--- src/rtl/contador_cresc_5bits_pkg.sv ---
// rtl/contador_cresc_5bits_pkg.sv - shared constants and types for the 5-bit up counter
package contador_cresc_5bits_pkg;

  localparam int          CNT_W   = 5;
  localparam logic [4:0]  CNT_MAX = 5'd31;
  localparam logic [4:0]  CNT_RST = 5'd0;

  typedef enum logic [1:0] {
    OP_HOLD,
    OP_INC,
    OP_WRAP,
    OP_LOAD
  } op_e;

  // Loaded values beyond the last legal count clamp to the last count.
  function automatic logic [CNT_W-1:0] sat_load(input logic [CNT_W-1:0] val,
                                                input logic [CNT_W-1:0] last);
    return (val > last) ? last : val;
  endfunction

endpackage

--- src/rtl/contador_cresc_5bits_flipflopT_ar.sv ---
// rtl/contador_cresc_5bits_flipflopT_ar.sv - T flip-flop with asynchronous active-high clear
module flipflopT_ar (
  input  logic t,
  input  logic clk,
  input  logic clear,
  output logic q
);

  always_ff @(posedge clk or posedge clear) begin
    if (clear) q <= 1'b0;
    else if (t) q <= ~q;
  end

endmodule

--- src/rtl/contador_cresc_5bits.sv ---
// rtl/contador_cresc_5bits.sv - modulo-programmable 5-bit up counter on a T flip-flop chain
module contador_cresc_5bits
  import contador_cresc_5bits_pkg::*;
#(
  parameter int MODULO = 32
) (
  input  logic             clk,
  input  logic             clear,
  input  logic             en,
  input  logic             load,
  input  logic [CNT_W-1:0] load_val,
  output logic [CNT_W-1:0] out,
  output logic             tc,
  output logic             ovf
);

  localparam logic [CNT_W-1:0] LAST = (MODULO >= 32) ? CNT_MAX : CNT_W'(MODULO - 1);

  logic [CNT_W-1:0] q;
  logic [CNT_W-1:0] chain;
  logic [CNT_W-1:0] nxt;
  logic [CNT_W-1:0] t;
  logic             at_last;
  op_e              op;

  assign at_last = (q == LAST);

  always_comb begin
    op = OP_HOLD;
    if (load)    op = OP_LOAD;
    else if (en) op = at_last ? OP_WRAP : OP_INC;

    chain[0] = 1'b1;
    for (int i = 1; i < CNT_W; i++) chain[i] = chain[i-1] & q[i-1];

    nxt = q;
    case (op)
      OP_LOAD: nxt = sat_load(load_val, LAST);
      OP_INC:  nxt = q ^ chain;
      OP_WRAP: nxt = CNT_RST;
      default: nxt = q;
    endcase

    // Every update, including load and wrap, is expressed as toggles on the same flops.
    t = q ^ nxt;
  end

  for (genvar i = 0; i < CNT_W; i++) begin : g_bit
    flipflopT_ar u_ff (
      .t     (t[i]),
      .clk   (clk),
      .clear (clear),
      .q     (q[i])
    );
  end

  always_ff @(posedge clk or posedge clear) begin
    if (clear)                 ovf <= 1'b0;
    else if (op == OP_LOAD)    ovf <= 1'b0;
    else if (op == OP_WRAP)    ovf <= 1'b1;
  end

  assign out = q;
  assign tc  = en & at_last;

endmodule

--- config.mk ---
export PLATFORM = sky130hd
export DESIGN_NAME = contador_cresc_5bits
export DESIGN_NICKNAME = d
export VERILOG_FILES = /design/src/rtl/contador_cresc_5bits_pkg.sv /design/src/rtl/contador_cresc_5bits_flipflopT_ar.sv /design/src/rtl/contador_cresc_5bits.sv
export SDC_FILE = /design/constraint.sdc
export NUM_CORES = 1
export LEC_CHECK = 0
export BUFFER_PORTS_ARGS = -buffer_cell sky130_fd_sc_hd__buf_2
export CORE_AREA = 8 8 46 48
export CTS_BUF_LIST = sky130_fd_sc_hd__clkbuf_4
export CTS_CLUSTER_SIZE = 8
export DETAILED_ROUTE_END_ITERATION = 6
export DIE_AREA = 0 0 54 56
export PLACE_DENSITY_LB_ADDON = 0.05
export SLEW_MARGIN = 10
export SYNTH_ARGS = -nofsm -noshare
export SYNTH_HDL_FRONTEND = slang
export SYNTH_SLANG_ARGS = --single-unit
--- constraint.sdc ---
create_clock -name clk -period 2.5 [get_ports clk]
set_clock_uncertainty 0.05 [all_clocks]
set_input_delay 0.125 -clock clk [delete_from_list [all_inputs] [get_ports clk]]
set_output_delay 0.125 -clock clk [all_outputs]
set_load 0.01 [all_outputs]
== After elaboration in Yosys (flattened, before gate mapping) ==
Index checks and enable logic that the tools add are counted.
Storage, ports and cells
  register bits: 6
  bits in latches: 0
  RAM bits: 0
  ROM bits: 0
  output and inout port bits: 7
  memories: 0
Cells by class
  add/subtract/negate cells: 0
  multiply operators: 0
  div/mod/pow operators: 0
  magnitude comparators: 1
  equality and inequality tests: 4
  shift operators: 0
  muxes and demuxes: 7
  bitwise logic cells: 11
  reduce and logical (&&, ||, !) cells: 1
Operators with widths (number)
  5-bit one-hot mux with 3 select lines: 1
  5-bit XOR: 2
  2-bit 2-to-1 mux: 3
  5-bit == test (second input constant): 1
  5-bit > comparator (second input constant): 1
  5-bit 2-to-1 mux: 1
  1-bit NOT: 5
  1-bit bitwise AND: 4
  2-bit == test (second input constant): 2
  2-bit by 1-bit == test with 1-bit output (second input constant): 1
  1-bit 2-to-1 mux: 2
  2-bit nonzero test: 1

== Logic depth before layout (Yosys ltp) ==
  depth in word-level cells: 7
  gate-level depth with buffers: 5
  depth with buffers taken out: 5

== Modules after synthesis ==
A second synthesis with hierarchy kept.
Unflattened totals
  cells, all modules: 48
  area total of the unflattened synthesis: 450.4 um^2
Modules (own cells, without submodules)
  contador_cresc_5bits: instances 1, cells an instance 33, area an instance 262.8 um^2, sequential area each 25.0 um^2
  flipflopT_ar: instances 5, cells an instance 3, area an instance 37.5 um^2, sequential area each 25.0 um^2

== Worst setup path after synthesis ==
Ideal clock, no wire load.
  kind: flip-flop to flip-flop
  from: register g_bit[0].u_ff.q
  to: register g_bit[4].u_ff.q
  setup time: 0.086 ns
  arrival time: 1.275 ns
  required time: 2.364 ns
  slack: 1.089 ns
  stages on the path, launching flop included: 6
  cell sequence: dfrtp_1 ha_1 ha_1 ha_1 nand3b_1 a32oi_1
On the way
  cells in the longest elaborated chain, start to end: 7
  elaborated cells between the ends (all ways): 13
  classes of those cells: 4 x eq/ne; 4 x mux; 5 x bitwise
Ends and longest elaborated chain
  start: declaration: RTL line contador_cresc_5bits_flipflopT_ar.sv:6  | output logic q
  start signal: assignment: RTL line contador_cresc_5bits_flipflopT_ar.sv:11  | else if (t) q <= ~q;
  5-bit == test: RTL line contador_cresc_5bits.sv:26  | assign at_last = (q == LAST);
  2-bit 2-to-1 mux (2 in series): RTL line contador_cresc_5bits.sv:31  | else if (en) op = at_last ? OP_WRAP : OP_INC;
  2-bit 2-to-1 mux: RTL line contador_cresc_5bits.sv:30  | if (load) op = OP_LOAD;
  2-bit == test / 2-bit by 1-bit == test with 1-bit output (equally long branches): RTL line contador_cresc_5bits.sv:37  | case (op)
  5-bit one-hot mux with 3 select lines *: RTL line contador_cresc_5bits.sv:37
  5-bit XOR *: RTL line contador_cresc_5bits.sv:45  | t = q ^ nxt;
  end signal: assignment: RTL line contador_cresc_5bits_flipflopT_ar.sv:11
  end: declaration: RTL line contador_cresc_5bits_flipflopT_ar.sv:6
Every way passes the cells marked *; elsewhere a longest branch is shown, timed or not.
A chain may end at the register's enable or synchronous reset.

== Final worst setup path ==
Ends and elaborated chain as after synthesis.

==> flow_metrics.env <==
export IMPL_r2r_slack_ns=0.99
export IMPL_path_max_fanout=4
export IMPL_max_vdd_ir_drop_mv=0.1872
export IMPL_grt_ovfl_total=0
export IMPL_cap_viol_max_count=0
export IMPL_met1_usage=0.09323
export IMPL_clk_path_buf_depth=2
export IMPL_synth_most_common_cell="a21oi_1"
export IMPL_status="complete, no violations"
export IMPL_cts_tree="yes"
export IMPL_path_clk_slew_ns=0.05
export IMPL_worst_r2r_cell_count=5
export IMPL_drc=0
export IMPL_grt_pass1_vias=332
export IMPL_ys_warn_count=0
export IMPL_drive_gt1_frac=0.3889
export IMPL_clock_latency_ns=0.24
export IMPL_crit_end="g_bit[4].u_ff.q"
export IMPL_htree_levels=1
export IMPL_syn_inst=41
export IMPL_grt_pass1_wl_um=1559
export IMPL_setup_tns_ns=0
export IMPL_ant_nets=0
export IMPL_startpoint="g_bit[0].u_ff.q"
export IMPL_drt_iter0_drc=7
export IMPL_grt_start_max_net_pins=12
export IMPL_synth_seq_cells=6
export IMPL_cts_resized=0
export IMPL_syn_nets=53
export IMPL_async_flop_share=1.000
export IMPL_endpoint_kind="register"
export IMPL_grtUsageMet2=0.08955
export IMPL_worstPathArrival_ns=1.61
export IMPL_core_area_um2=1436
export IMPL_synthTopCellsByCount="a21oi_1, dfrtp_1, buf_4, nor2b_1"
export IMPL_worst_pin_slew_ns=0.2480
export IMPL_cts_root_buf="clkbuf_4"
export IMPL_synth_top_cells_by_area="dfrtp_1, a21oi_1, buf_4"
export IMPL_antennaDiodeCount=0
export IMPL_powerDensity_nw_per_um2=574.0
export IMPL_fmax_mhz=662.7
export IMPL_ys_flop_type="dfrtp_1"
export IMPL_cts_inserted_buffers=3
export IMPL_yosysTopAreaCell="dfrtp_1"
export IMPL_cts_setup_buffers=0
export IMPL_synth_top_area_share=0.3750
export IMPL_final_area_um2=485.5
export IMPL_rows=14
export IMPL_synth_cell_area_um2=400.4
export IMPL_setup_violations=0
export IMPL_final_hold_violation_count=0
export IMPL_r2r_end="g_bit[4].u_ff.q"
export IMPL_final_nets=68
export IMPL_synth_edf_count=0
export IMPL_fp_dieH_um=56
export IMPL_grt_busiest_layer="met1"
export IMPL_crit_required_ns=2.60
export IMPL_grt_util_met3=0.03743
export IMPL_wl_per_cell_um=13.46
export IMPL_start_util=0.2787
export IMPL_hp_class="in -> reg"
export IMPL_vias=319
export IMPL_fin_crit_ns=1.509
export IMPL_grtUsageTotal=0.07042
export IMPL_power_leakage_nw=0.2430
export IMPL_areaGrowthSynthToFinish_pct=21.25
export IMPL_drv_slew=0
export IMPL_die_area_um2=3024
export IMPL_port_buffers=15
export IMPL_placedInstanceArea_um2=452.9
export IMPL_start_kind="register"
export IMPL_slew_headroom=0.8345
export IMPL_timing_rr_start="g_bit[0].u_ff.q"
export IMPL_syn_mean_instance_area_um2=9.765
export IMPL_cts_sinks=6
export IMPL_first_pass_iters=3
export IMPL_routed_wl_um=942
export IMPL_post_route_period_util=0.6036
export IMPL_ioPinCount=16
export IMPL_gp_congestion=0.6956
export IMPL_worstSetupPathType="reg -> reg"
export IMPL_antenna_found_initial=0
export IMPL_avgViaCountPerCell=4.557
export IMPL_die_w_um=54
export IMPL_synth_cell_types=14
export IMPL_yosysSeqAreaShare=0.3750
export IMPL_rsz0062_at_grt="false"
[layer usage]
metal	vias up	part of all wire
met5	-	0
met4	0	0
met3	0	0.094
met2	11	0.43
met1	140	0.48
li1	168	-
[cell type report]
class                   instances  area (um^2)
clock buffers                   3        22.52
fillers                       152        950.9
inverters                       3        11.26
multi-input cells              26        196.4
flip-flops and latches          6        150.1
well taps                      16        20.02
repair buffers                 16        85.08
[flip-flops by register name, summed over array words and instances (netlist names)]
| register | flops |
|---|---|
| g_bit.u_ff.q | 5 |
| ovf | 1 |
[worst min path at each step]
stage | from | endpoint | cells after the start
floorplan | clear | g_bit[0].u_ff.q | 1
global placement | clear | ovf | 2
detailed placement | clear | ovf | 2
CTS | load_val[4] | g_bit[4].u_ff.q | 3
global route | load_val[4] | g_bit[4].u_ff.q | 3
finish | load_val[4] | g_bit[4].u_ff.q | 3
[through the flow]
stage / hold WS [ns] / utilization / instances / total power, mW / setup WS, ns
2_1_floorplan: -0.1340 / - / 41 / 0.1754 / 1.089
5_1_grt: 0.06732 / 0.3380 / 70 / 0.3054 / 0.8882
3_3_place_gp: 0.008559 / 0.3153 / 66 / 0.1881 / 1.055
3_5_place_dp: 0.01757 / 0.3153 / 66 / 0.1900 / 1.013
4_1_cts: 0.05660 / 0.3380 / 70 / 0.2841 / 0.9980
6_report: 0.06585 / 0.3380 / 70 / 0.2786 / 0.9910
[cell families (layout without fill, tap and decap cells)]
group | Yosys count | in the layout | share of synthesized area
compound gates | 11 | 11 | 0.1594
fa+ha+maj | 3 | 3 | 0.09376
buf+inv | 9 | 22 | 0.1344
flops | 6 | 6 | 0.3750
simple gates | 12 | 12 | 0.2375
[worst max-delay path, stage by stage, from the launching register on]
cell	delay, ns
dfrtp_1	0.40
ha_1	0.25
ha_1	0.20
ha_1	0.18
nand3b_1	0.15
a32oi_1	0.18
[cell usage in the layout, fill, tap and decap left out, drive strengths merged]
cell type,count
nor2,1
clkbuf,3
nand3,3
nand3b,3
nor2b,4
o21ba,1
nand4,1
ha,3
dfrtp,6
a21oi,9
inv,3
buf,15
a32oi,1
dlygate4sd3,1
[timing repair]
action | CTS | global route
hold buffers | 1 | 0
hold endpoints to repair | 6 | 0
setup endpoints to repair | 0 | 0
[power by group]
group | switching, mW | internal [mW]
Combinational | 0.0352 | 0.0322
Sequential | 0.0134 | 0.108
Clock | 0.0359 | 0.0544
Total | 0.0845 | 0.194
No activity file was read; power rests on OpenSTA's default activity.
